## src/rtl/serial_shifter_if.sv

```systemverilog
// Request/result handshake bundle for serial_shifter.
// i_rotate exists only when SERIAL_SHIFTER_ROTATE_EN is defined.
interface serial_shifter_if #(
   parameter int unsigned WIDTH = 32
);
   localparam int unsigned SHAMT_W = $clog2(WIDTH);

   logic               i_valid;
   logic               o_ready;
   logic               i_signed;
   logic               i_shift_left;
   logic [SHAMT_W-1:0] i_shift_amt;
   logic [WIDTH-1:0]   i_data;
`ifdef SERIAL_SHIFTER_ROTATE_EN
   logic               i_rotate;
`endif
   logic               o_valid;
   logic               i_ready;
   logic [WIDTH-1:0]   o_data;
   logic               o_busy;

   // Shifter side
   modport slave (
`ifdef SERIAL_SHIFTER_ROTATE_EN
      input  i_rotate,
`endif
      input  i_valid, i_signed, i_shift_left, i_shift_amt, i_data, i_ready,
      output o_ready, o_valid, o_data, o_busy
   );

   // Requester side
   modport master (
`ifdef SERIAL_SHIFTER_ROTATE_EN
      output i_rotate,
`endif
      output i_valid, i_signed, i_shift_left, i_shift_amt, i_data, i_ready,
      input  o_ready, o_valid, o_data, o_busy
   );
endinterface

```

## src/rtl/serial_shifter.sv

```systemverilog
// Bit-serial shifter: one bit position per clock, result held until taken.
// Optional rotate mode enabled with macro SERIAL_SHIFTER_ROTATE_EN.
module serial_shifter #(
   parameter int unsigned WIDTH = 32
) (
   input  logic              i_clk,
   input  logic              i_rst,
   serial_shifter_if.slave   bus
);
   localparam int unsigned SHAMT_W = $clog2(WIDTH);

   typedef enum logic [1:0] {
      IDLE  = 2'd0,
      SHIFT = 2'd1,
      DONE  = 2'd2
   } state_t;

   state_t             state;
   logic [SHAMT_W-1:0] cnt;
   logic               left_q;
   logic               signed_q;
`ifdef SERIAL_SHIFTER_ROTATE_EN
   logic               rotate_q;
`endif
   logic               fill_l;
   logic               fill_r;
   logic [WIDTH-1:0]   shift_nxt;

   // Single-position step of the working register; o_data doubles as that register.
   always_comb begin
      fill_l    = 1'b0;
      fill_r    = signed_q & bus.o_data[WIDTH-1];
`ifdef SERIAL_SHIFTER_ROTATE_EN
      if (rotate_q) begin
         fill_l = bus.o_data[WIDTH-1];
         fill_r = bus.o_data[0];
      end
`endif
      shift_nxt = bus.o_data;
      if (left_q) begin
         shift_nxt = {bus.o_data[WIDTH-2:0], fill_l};
      end else begin
         shift_nxt = {fill_r, bus.o_data[WIDTH-1:1]};
      end
   end

   always_ff @(posedge i_clk or posedge i_rst) begin
      if (i_rst) begin
         state       <= IDLE;
         cnt         <= '0;
         left_q      <= 1'b0;
         signed_q    <= 1'b0;
`ifdef SERIAL_SHIFTER_ROTATE_EN
         rotate_q    <= 1'b0;
`endif
         bus.o_ready <= 1'b0;
         bus.o_valid <= 1'b0;
         bus.o_busy  <= 1'b0;
         bus.o_data  <= '0;
      end else begin
         case (state)
            IDLE: begin
               if (bus.o_ready && bus.i_valid) begin
                  left_q      <= bus.i_shift_left;
                  signed_q    <= bus.i_signed;
`ifdef SERIAL_SHIFTER_ROTATE_EN
                  rotate_q    <= bus.i_rotate;
`endif
                  bus.o_data  <= bus.i_data;
                  bus.o_ready <= 1'b0;
                  bus.o_busy  <= 1'b1;
                  cnt         <= bus.i_shift_amt;
                  if (bus.i_shift_amt == '0) begin
                     state       <= DONE;
                     bus.o_valid <= 1'b1;
                  end else begin
                     state <= SHIFT;
                  end
               end else begin
                  // Ready rises on the first edge after reset release
                  bus.o_ready <= 1'b1;
               end
            end
            SHIFT: begin
               bus.o_data <= shift_nxt;
               cnt        <= cnt - SHAMT_W'(1);
               if (cnt == SHAMT_W'(1)) begin
                  state       <= DONE;
                  bus.o_valid <= 1'b1;
               end
            end
            DONE: begin
               // Handshake edge is not an accept edge; ready reopens for the next one
               if (bus.i_ready) begin
                  state       <= IDLE;
                  bus.o_valid <= 1'b0;
                  bus.o_busy  <= 1'b0;
                  bus.o_ready <= 1'b1;
               end
            end
            default: begin
               state       <= IDLE;
               bus.o_valid <= 1'b0;
               bus.o_busy  <= 1'b0;
               bus.o_ready <= 1'b0;
            end
         endcase
      end
   end
endmodule

```

## src/flat_wrapper.sv

```systemverilog
// flat-port wrapper written by rule: the top's interface ports become plain ports
module serial_shifter_flat 
#(
   parameter int unsigned WIDTH = 32
)
  (i_clk, i_rst, bus_i_valid, bus_i_signed, bus_i_shift_left, bus_i_shift_amt, bus_i_data, bus_i_ready, bus_o_ready, bus_o_valid, bus_o_data, bus_o_busy);
  serial_shifter_if #(.WIDTH(WIDTH)) bus_i ();
  input  logic i_clk;
  input  logic i_rst;
  input wire logic [$bits(bus_i.i_valid)-1:0] bus_i_valid;
  input wire logic [$bits(bus_i.i_signed)-1:0] bus_i_signed;
  input wire logic [$bits(bus_i.i_shift_left)-1:0] bus_i_shift_left;
  input wire logic [$bits(bus_i.i_shift_amt)-1:0] bus_i_shift_amt;
  input wire logic [$bits(bus_i.i_data)-1:0] bus_i_data;
  input wire logic [$bits(bus_i.i_ready)-1:0] bus_i_ready;
  output wire logic [$bits(bus_i.o_ready)-1:0] bus_o_ready;
  output wire logic [$bits(bus_i.o_valid)-1:0] bus_o_valid;
  output wire logic [$bits(bus_i.o_data)-1:0] bus_o_data;
  output wire logic [$bits(bus_i.o_busy)-1:0] bus_o_busy;
  assign bus_i.i_valid = bus_i_valid;
  assign bus_i.i_signed = bus_i_signed;
  assign bus_i.i_shift_left = bus_i_shift_left;
  assign bus_i.i_shift_amt = bus_i_shift_amt;
  assign bus_i.i_data = bus_i_data;
  assign bus_i.i_ready = bus_i_ready;
  assign bus_o_ready = bus_i.o_ready;
  assign bus_o_valid = bus_i.o_valid;
  assign bus_o_data = bus_i.o_data;
  assign bus_o_busy = bus_i.o_busy;
  serial_shifter #(.WIDTH(WIDTH)) u_core (.i_clk(i_clk), .i_rst(i_rst), .bus(bus_i));
endmodule
```

## config.mk

```make
export PLATFORM = sky130hd
export DESIGN_NAME = serial_shifter_flat
export DESIGN_NICKNAME = d
export VERILOG_FILES = /design/src/rtl/serial_shifter_if.sv /design/src/rtl/serial_shifter.sv /design/src/flat_wrapper.sv
export SDC_FILE = /design/constraint.sdc
export NUM_CORES = 1
export LEC_CHECK = 0
export ABC_CLOCK_PERIOD_IN_PS = 1660
export BUFFER_PORTS_ARGS = -buffer_cell sky130_fd_sc_hd__buf_2
export CAP_MARGIN = 20
export CORE_MARGIN = 5
export CORE_UTILIZATION = 51
export DETAILED_ROUTE_END_ITERATION = 8
export PLACE_DENSITY = 0.78
export SLEW_MARGIN = 20
export SYNTH_ARGS = -nofsm -noshare
export SYNTH_HDL_FRONTEND = slang
export SYNTH_SLANG_ARGS = --single-unit
```

## constraint.sdc

```tcl
create_clock -name i_clk -period 1.66 [get_ports i_clk]
set_clock_uncertainty 0.05 [all_clocks]
set_input_delay 0.415 -clock i_clk [delete_from_list [all_inputs] [get_ports i_clk]]
set_output_delay 0.415 -clock i_clk [all_outputs]
set_load 0.01 [all_outputs]
```

==> results of run 1 <==
[worst max-delay path: stages, from the launching register on]
cell and delay [ns]:
dfrtp_1 0.48, nand2b_2 0.26, buf_4 0.29, nor2_1 0.07
a21oi_1 0.14, o21ai_0 0.09
[placed cells by master (no fill, tap or decap), types with 2 or more instances in the layout]
cell type  instances
a21oi_1           35
and3_1             2
buf_12             4
buf_2             77
buf_4              4
clkbuf_8           6
dfrtp_1           43
ha_1               2
inv_1              4
mux2i_1           32
nand2_1           44
nand3_1            3
nor2_1            37
nor3_1             3
o211ai_1           3
o21ai_0           27
o21ai_1           11
[path summary, 6_finish.rpt]
check	slack (ns)	cells after the start	to
worst max-delay path	0.15	5	u_core.bus.o_data[10]$_DFFE_PP0P_
worst min-delay path	0.02	2	u_core.bus.o_data[4]$_DFFE_PP0P_
worst max register to register	0.15	5	u_core.bus.o_data[10]$_DFFE_PP0P_
worst min register to register	0.44	2	u_core.signed_q$_DFFE_PP0P_
max in group asynchronous	1.07	3	u_core.left_q$_DFFE_PP0P_
min in group i_clk	0.26	3	u_core.left_q$_DFFE_PP0P_
[per-stage QoR]
stage	cells	setup slack, ns	hold WS, ns
CTS	409	0.147	0.0132
global route	409	0.00251	0.0218
detailed placement	401	0.150	0.338
global placement	401	0.188	0.327
finish	409	0.146	0.0160
floorplan	284	0.164	0.394
[metal layers]
layer	global-route usage	part of all wire
met1	0.259	0.47
met2	0.301	0.46
met3	0.0384	0.062
met4	0.0533	0.011
met5	0	0
[kinds of logic (layout without fill, tap and decap cells)]
kind of cell,after synthesis,count (layout)
DFF,44,44
adders and majority gates,2,2
buffers and inverters,27,98
and+or+nand+nor,96,96
AOI/OAI and AO/OA,83,83
muxes,32,32
[report_power, final]
part | leakage [uW] | switching [uW] | internal [uW]
logic | 0.000868 | 1970 | 1550
clock network | 0.0000445 | 347 | 338
registers | 0.000543 | 570 | 1610
total | 0.00146 | 2880 | 3500
[registers in the layout, summed over array words and instances (netlist names)]
signal              flops
u_core.state            2
u_core.signed_q         1
u_core.bus.o_valid      1
u_core.bus.o_busy       1
u_core.cnt              5
u_core.left_q           1
u_core.bus.o_data      32
u_core.bus.o_ready      1
[layout make-up]
type,instances,area [um^2],share of cell area
inverter,5,18.8,0.00632
multi-input combinational,213,1190,0.402
timing repair buffer,85,495,0.167
clock inverter,1,7.51,0.00253
clock buffer,7,86.3,0.0291
sequential,44,1100,0.371
tap,54,67.6,0.0227
==> impl_metrics.py, run 1 <==
metrics = {
    "power": {
        "p_leak_uw": 0.00146,
        "max-vdd-ir-drop_mv": 1.00,
        "powerDensity_nw_per_um2": 2150,
        "finalPower_uw": 6380,
    },
    "timing": {
        "period_needed_ns": 1.51,
        "setup_tns_ns": 0,
        "period_share": 0.912,
        "grt_setup_unrepaired": "false",
        "finalSetupViolations": 0,
        "worst_slew_pin_slew_ns": 0.474,
        "slew_viol_final": 0,
        "maxSlewHeadroom": 0.681,
        "max_freq_mhz": 661,
        "finalHoldViolCount": 0,
    },
    "detailed_routing": {
        "routed_wl_um": 5630,
        "drt_iter0_drc": 166,
        "first_pass_iters": 4,
        "vias": 2153,
        "drc": 0,
        "drt-wirelength-per-cell_um": 13.8,
        "avgViaCountPerCell": 5.26,
        "detail-route-antenna-nets": 0,
    },
    "finish": {
        "drive_gt1_frac": 0.273,
        "fill_cells": 403,
        "antennaDiodeCount": 0,
        "area.growth.synth_to_final_pct": 21.0,
        "finish.instance_area_um2": 2970,
        "final_nets": 399,
        "final_core_util": 0.633,
    },
    "global_routing": {
        "grt_max_degree": 53,
        "grt_pass1_vias": 2023,
        "overflow": 0,
        "track_usage": 0.188,
        "antenna_found_initial": 0,
        "grt_pass1_wl_um": 9470,
    },
    "synth": {
        "synth-compound-area-share": 0.181,
        "synth_mux_area_frac": 0.130,
        "syn-instance-count": 284,
        "mappedNetlistArea_um2": 2450,
        "ys_async_sr_fraction": 1.00,
        "synth_area_per_cell_um2": 8.64,
        "synth_edf_count": 0,
        "syn_nets": 329,
        "synth_seq_cells": 44,
        "yosys-top-cells-count": "44 x dfrtp_1, 44 x nand2_1, 37 x nor2_1",
        "yosysSeqAreaShare": 0.449,
        "synth_fa_ha_area_frac": 0.0102,
        "synth-xor-area-share": 0,
        "synth_top_family_by_area": "compound AO/OA/AOI/OAI gates",
        "yosysTopAreaCellShare": 0.449,
        "yosys_warnings": 0,
        "synthTopCellsByArea": "dfrtp_1 45%, mux2i_1 13%, a21oi_1 7.1%, nand2_1 6.7%, nor2_1 5.7%",
        "yosys.area.top_type": "dfrtp_1",
        "synth_simple_gate_area_frac": 0.163,
        "synth_flop_cell": "dfrtp_1",
        "ys_types": 31,
    },
    "die": {
        "fp.dieArea_um2": 6300,
        "die_x_um": 79.4,
        "start_util": 0.523,
        "boundaryPins": 78,
        "num_rows": 25,
        "core_um2": 4690,
        "die_h_um": 79.4,
    },
    "setup_path": {
        "path_class": "reg2reg",
        "arrival_ns": 1.63,
        "timing.rr.start": "u_core.state[0]$_DFFE_PP0P_",
        "cp_max_fo": 22,
        "cp-start-kind": "flip-flop",
        "cp-startpoint": "u_core.state[0]$_DFFE_PP0P_",
        "end_kind": "flip-flop",
        "worstPathRequired_ns": 1.78,
    },
    "outcome": {
        "status": "complete, no violations",
    },
    "cts": {
        "hold_buffers": 0,
        "htree_levels": 2,
        "cts_buffers": 5,
        "cts_tree": "done",
        "cts_sinks": 44,
        "cts_root_buf": "clkbuf_8",
        "ctsResizeCount": 0,
        "cts.path.max_buffers": 2,
        "worstSkewPairLatency_ns": 0.29,
        "cts_setup_buffers": 0,
        "path_clk_slew_ns": 0.08,
    },
    "placed_design": {
        "hpwl_um": 4210,
        "placed_cell_area_um2": 2880,
        "gp_congestion": 0.824,
        "portBuffers": 77,
    },
    "min_path": {
        "hp-class": "in2async",
    },
    "job": {
        "max_cap_violations": 0,
    },
}
Note: power is estimated with default switching activity, not from simulation.
==> inputs of run 2 (changes only) <==
- SETUP_SLACK_MARGIN: default -> 0.15
==> impl_metrics.py, run 2 (synthesis gave the netlist of run 1 again) <==
metrics = {
    "timing": {
        "slew_viol_final": 0,
        "period_needed_ns": 1.48,
        "finalHoldViolCount": 0,
        "grt_setup_unrepaired": "false",
        "maxSlewHeadroom": 0.676,
        "max_freq_mhz": 676,
        "finalSetupViolations": 0,
        "worst_slew_pin_slew_ns": 0.483,
        "setup_tns_ns": 0,
        "period_share": 0.891,
        "holdWs_ns": 0.0138,
    },
    "cts": {
        "cts_tree": "done",
        "cts_buffers": 5,
        "cts.path.max_buffers": 2,
        "worstSkewPairLatency_ns": 0.29,
        "cts_sinks": 44,
        "htree_levels": 2,
        "cts_root_buf": "clkbuf_8",
        "path_clk_slew_ns": 0.08,
    },
    "finish": {
        "reg.largest.list": "u_core.bus.o_data (32), u_core.cnt (5), u_core.state (2)",
        "area.growth.synth_to_final_pct": 23.2,
        "largest-register": "u_core.bus.o_data",
        "final_nets": 405,
        "drive_gt1_frac": 0.288,
        "mostFrequentLayoutCells": "77 x buf_2, 44 x nand2_1, 42 x dfrtp_1, 37 x nor2_1, 35 x a21oi_1",
        "final_common_cell": "buf_2",
        "finish.instance_area_um2": 3030,
        "antennaDiodeCount": 0,
        "largest_register_ffs": 32,
        "finish.cell_count_without_fillers": 415,
    },
    "global_routing": {
        "track_usage": 0.188,
        "grt_pass1_vias": 2023,
        "antenna_found_initial": 0,
        "grt_max_degree": 53,
        "overflow": 0,
        "grt_pass1_wl_um": 9470,
    },
    "power": {
        "max-vdd-ir-drop_mv": 1.11,
        "p_leak_uw": 0.00149,
        "finalPower_uw": 6540,
        "powerDensity_nw_per_um2": 2160,
    },
    "setup_path": {
        "max_stage_delay_ns": 0.46,
        "path_class": "reg2reg",
        "cpMostUsedCell": "mux2i_1",
        "arrival_ns": 1.60,
        "cp_cell_sequence": "buf_4 -> or3_4 -> mux2i_1 -> mux2i_1",
        "cp-start-kind": "flip-flop",
        "worstPathRequired_ns": 1.78,
        "cp_max_fo": 7,
        "slowest_stage": "dfrtp_2",
        "end_kind": "flip-flop",
    },
    "detailed_routing": {
        "drt_iter0_drc": 182,
        "vias": 2172,
        "drt-wirelength-per-cell_um": 13.8,
        "avgViaCountPerCell": 5.23,
        "routed_wl_um": 5720,
        "detail-route-antenna-nets": 0,
        "first_pass_iters": 5,
        "drc": 0,
    },
    "placed_design": {
        "dp.cells": 401,
        "hpwl_um": 4210,
        "placed_cell_area_um2": 2880,
        "gp_congestion": 0.824,
        "portBuffers": 77,
    },
    "die": {
        "start_util": 0.523,
        "die_x_um": 79.4,
        "fp.dieArea_um2": 6300,
        "boundaryPins": 78,
        "num_rows": 25,
        "core_um2": 4690,
        "die_h_um": 79.4,
    },
    "outcome": {
        "status": "complete, no violations",
    },
    "min_path": {
        "hp-class": "in2async",
    },
    "job": {
        "max_cap_violations": 0,
    },
}
-- run 2: metrics by stage --
stage / worst slack [ns] / util
6_report: 0.181 / 0.645
5_1_grt: 0.155 / 0.645
4_1_cts: 0.147 / 0.633
3_5_place_dp: 0.150 / 0.613
3_3_place_gp: 0.188 / 0.613
2_1_floorplan: 0.164 / -
-- run 2: worst paths after layout --
path	start	endpoint	slack (ns)	cells past startpoint
worst min register to register	u_core.signed_q$_DFFE_PP0P_	u_core.signed_q$_DFFE_PP0P_	0.44	2
worst min-delay path	i_rst	u_core.bus.o_data[11]$_DFFE_PP0P_	0.01	2
min in group i_clk	bus_i_shift_left	u_core.left_q$_DFFE_PP0P_	0.26	3
worst max register to register	u_core.state[0]$_DFFE_PP0P_	u_core.cnt[1]$_DFFE_PP0P_	0.18	4
max in group asynchronous	i_rst	u_core.state[0]$_DFFE_PP0P_	1.07	3
worst max-delay path	u_core.state[0]$_DFFE_PP0P_	u_core.cnt[1]$_DFFE_PP0P_	0.18	4
-- run 2: final cells by class --
type                            instances  area, um^2
Sequential cell                        44        1100
Timing Repair Buffer                   91         541
Clock buffer                            7        86.3
Tap cell                               54        67.6
Clock inverter                          1        7.51
Multi-Input combinational cell        213        1200
Inverter                                5        18.8
Fill cell                             397        1670
-- run 2: where the power goes --
group / internal [uW] / total (uW) / switching (uW)
Sequential: 1620 / 2160 / 543
Combinational: 1660 / 3690 / 2030
Clock: 338 / 689 / 351
Total: 3610 / 6540 / 2930
-- run 2: critical path: cells and delay by family, from the launching register on --
| kind | cells | cell delay [ns] |
|---|---|---|
| buffers and inverters | 1 | 0.17 |
| flip-flops | 1 | 0.46 |
| multiplexers | 2 | 0.25 |
| AND/OR/NAND/NOR | 1 | 0.43 |
-- run 2: routing by layer --
metal / track usage / up-vias / share of wire
met5: 0 / - / 0
met4: 0.0533 / 0 / 0.011
met3: 0.0384 / 6 / 0.068
met2: 0.301 / 70 / 0.46
met1: 0.259 / 972 / 0.47
li1: - / 1124 / -
-- run 2: timing repair --
action                                  4_1_cts  5_1_grt
pin swaps                                     0        0
hold buffers                                  0        0
endpoints found under the hold margin         0        0
buffers inserted                              0        6
endpoints found under the setup margin        1       33
gates resized for setup                       0        4
==> inputs of run 3 (changes only) <==
- ABC_AREA: default -> 1
- REMOVE_ABC_BUFFERS: default -> 1
==> impl_metrics.py, run 3 <==
metrics = {
    "detailed_routing": {
        "avgViaCountPerCell": 5.34,
        "drt-wirelength-per-cell_um": 13.6,
        "drt_iter0_drc": 115,
        "routed_wl_um": 6140,
        "detail-route-antenna-nets": 0,
        "vias": 2414,
        "drc": 0,
        "first_pass_iters": 4,
    },
    "synth": {
        "yosysSeqAreaShare": 0.448,
        "yosys_warnings": 0,
        "synthTopCellsByArea": "dfrtp_1 45%, nand2_1 11%, o211ai_1 8.9%, o21ai_0 7.9%, a21oi_1 6.5%",
        "yosysTopAreaCellShare": 0.448,
        "synth_seq_cells": 44,
        "yosys.area.top_type": "dfrtp_1",
        "synth_flop_cell": "dfrtp_1",
        "ys_types": 22,
        "synth_area_per_cell_um2": 7.58,
        "syn-instance-count": 324,
        "ys_async_sr_fraction": 1.00,
        "yosys-top-cells-count": "72 x nand2_1, 44 x dfrtp_1, 39 x o21ai_0",
        "synth_edf_count": 0,
        "mappedNetlistArea_um2": 2460,
        "synth.most_common_cell": "nand2_1",
    },
    "finish": {
        "reg.largest.list": "u_core.bus.o_data (32), u_core.cnt (5), u_core.state (2)",
        "drive_gt1_frac": 0.254,
        "final_core_util": 0.641,
        "final_nets": 442,
        "final_common_cell": "buf_2",
        "antennaDiodeCount": 0,
        "largest-register": "u_core.bus.o_data",
        "area.growth.synth_to_final_pct": 22.4,
        "mostFrequentLayoutCells": "77 x buf_2, 72 x nand2_1, 43 x dfrtp_1, 39 x o21ai_0, 33 x nor2_1",
        "largest_register_ffs": 32,
    },
    "cts": {
        "cts_buffers": 5,
        "ctsResizeCount": 0,
        "htree_levels": 2,
        "worstSkewPairLatency_ns": 0.29,
        "hold_buffers": 0,
        "cts_sinks": 44,
        "cts_root_buf": "clkbuf_8",
        "cts_tree": "done",
        "cts_setup_buffers": 0,
        "cts.path.max_buffers": 2,
        "path_clk_slew_ns": 0.08,
    },
    "placed_design": {
        "gp_congestion": 0.870,
        "hpwl_um": 4300,
        "portBuffers": 77,
    },
    "timing": {
        "period_needed_ns": 1.43,
        "worst_slew_pin_slew_ns": 0.242,
        "maxSlewHeadroom": 0.838,
        "max_freq_mhz": 701,
        "slew_viol_final": 0,
        "period_share": 0.859,
        "grt_setup_unrepaired": "false",
        "finalSetupViolations": 0,
        "finalHoldViolCount": 0,
        "holdWs_ns": 0.0927,
    },
    "setup_path": {
        "slowest_stage": "dfrtp_2",
        "cp-start-kind": "flip-flop",
        "worstPathRequired_ns": 1.82,
        "cp_cell_sequence": "nor2_4 -> nand3_2 -> nand2_2 -> buf_12 -> inv_1 -> o21ai_0",
        "arrival_ns": 1.59,
        "worst-path-buf-inv": 2,
        "max_stage_delay_ns": 0.46,
        "path_class": "reg2reg",
        "cp_top_family": "flip-flops",
        "cp_max_fo": 41,
        "end_kind": "flip-flop",
    },
    "power": {
        "powerDensity_nw_per_um2": 2130,
        "max-vdd-ir-drop_mv": 1.13,
        "p_leak_uw": 0.00150,
    },
    "die": {
        "boundaryPins": 78,
        "fp.dieArea_um2": 6310,
        "die_x_um": 79.4,
        "num_rows": 25,
        "die_h_um": 79.4,
        "start_util": 0.524,
        "core_um2": 4690,
    },
    "global_routing": {
        "grt_pass1_vias": 2375,
        "grt_pass1_wl_um": 10400,
        "antenna_found_initial": 0,
        "overflow": 0,
        "grt_max_degree": 45,
        "track_usage": 0.205,
    },
    "outcome": {
        "status": "complete, no violations",
    },
    "job": {
        "max_cap_violations": 0,
    },
    "min_path": {
        "hp-class": "in2async",
    },
}
run 3: cell count changes in the layout (fill, tap and decap cells not counted), moves of 13 or more:
| cell | before | now |
|---|---|---|
| nand2_1 | 44 | 72 |
| inv_1 | 4 | 27 |
| mux2i_1 | 32 | 0 |
| o21ai_0 | 26 | 39 |
| o211ai_1 | 3 | 29 |
run 3: cells by family after synthesis:
logic type	share of synthesized area
AND/OR/NAND/NOR	0.204
AO/OA/AOI/OAI	0.242
buffers and inverters	0.0962
flip-flops	0.448
adder cells (fa/ha/maj)	0.0102
run 3: final cells by class:
type / instances / area, um^2
inverter: 30 / 113
clock buffer: 8 / 90.1
multi-input combinational: 229 / 1120
timing repair buffer: 87 / 510
tap: 54 / 67.6
fill: 440 / 1680
sequential: 44 / 1100
run 3: worst paths after layout:
kind	from	cells after the start	slack, ns	endpoint
worst max-delay path	u_core.state[1]$_DFFE_PP0P_	6	0.23	u_core.bus.o_data[31]$_DFFE_PP0P_
worst min-delay path	i_rst	3	0.09	u_core.bus.o_data[23]$_DFFE_PP0P_
worst max register to register	u_core.state[1]$_DFFE_PP0P_	6	0.23	u_core.bus.o_data[31]$_DFFE_PP0P_
worst min register to register	u_core.bus.o_valid$_DFFE_PP0P_	2	0.43	u_core.bus.o_valid$_DFFE_PP0P_
max in group asynchronous	i_rst	3	1.24	u_core.state[1]$_DFFE_PP0P_
min in group i_clk	bus_i_signed	3	0.28	u_core.signed_q$_DFFE_PP0P_
run 3: stage by stage:
step	instance area (um^2)	TNS, ns	cells	worst slack (ns)	power (uW)
3_3_place_gp	2910	0	444	0.246	5610
2_1_floorplan	2330	-14.00	303	-0.503	4340
4_1_cts	3000	0	452	0.155	6450
5_1_grt	3010	0	452	0.154	7030
6_report	3010	0	452	0.234	6400
3_5_place_dp	2910	0	444	0.178	5730
run 3: per-layer routing:
metal	share of wire	vias to the layer above	track usage	wire length (um)
met5	0	-	0	0
met1	0.43	1108	0.249	2650
met4	0.0036	0	0.0498	22
met2	0.50	77	0.365	3040
li1	-	1225	-	-
met3	0.068	4	0.0497	418
run 3: power by group:
part           internal, uW  switching [uW]
clock network           340             357
registers              1650             478
logic                  1410            2170
total                  3390            3000
run 3: worst min-delay path, cell delays in order:
cell and delay (ns):
buf_2 0.10, inv_2 0.06, buf_12 0.24
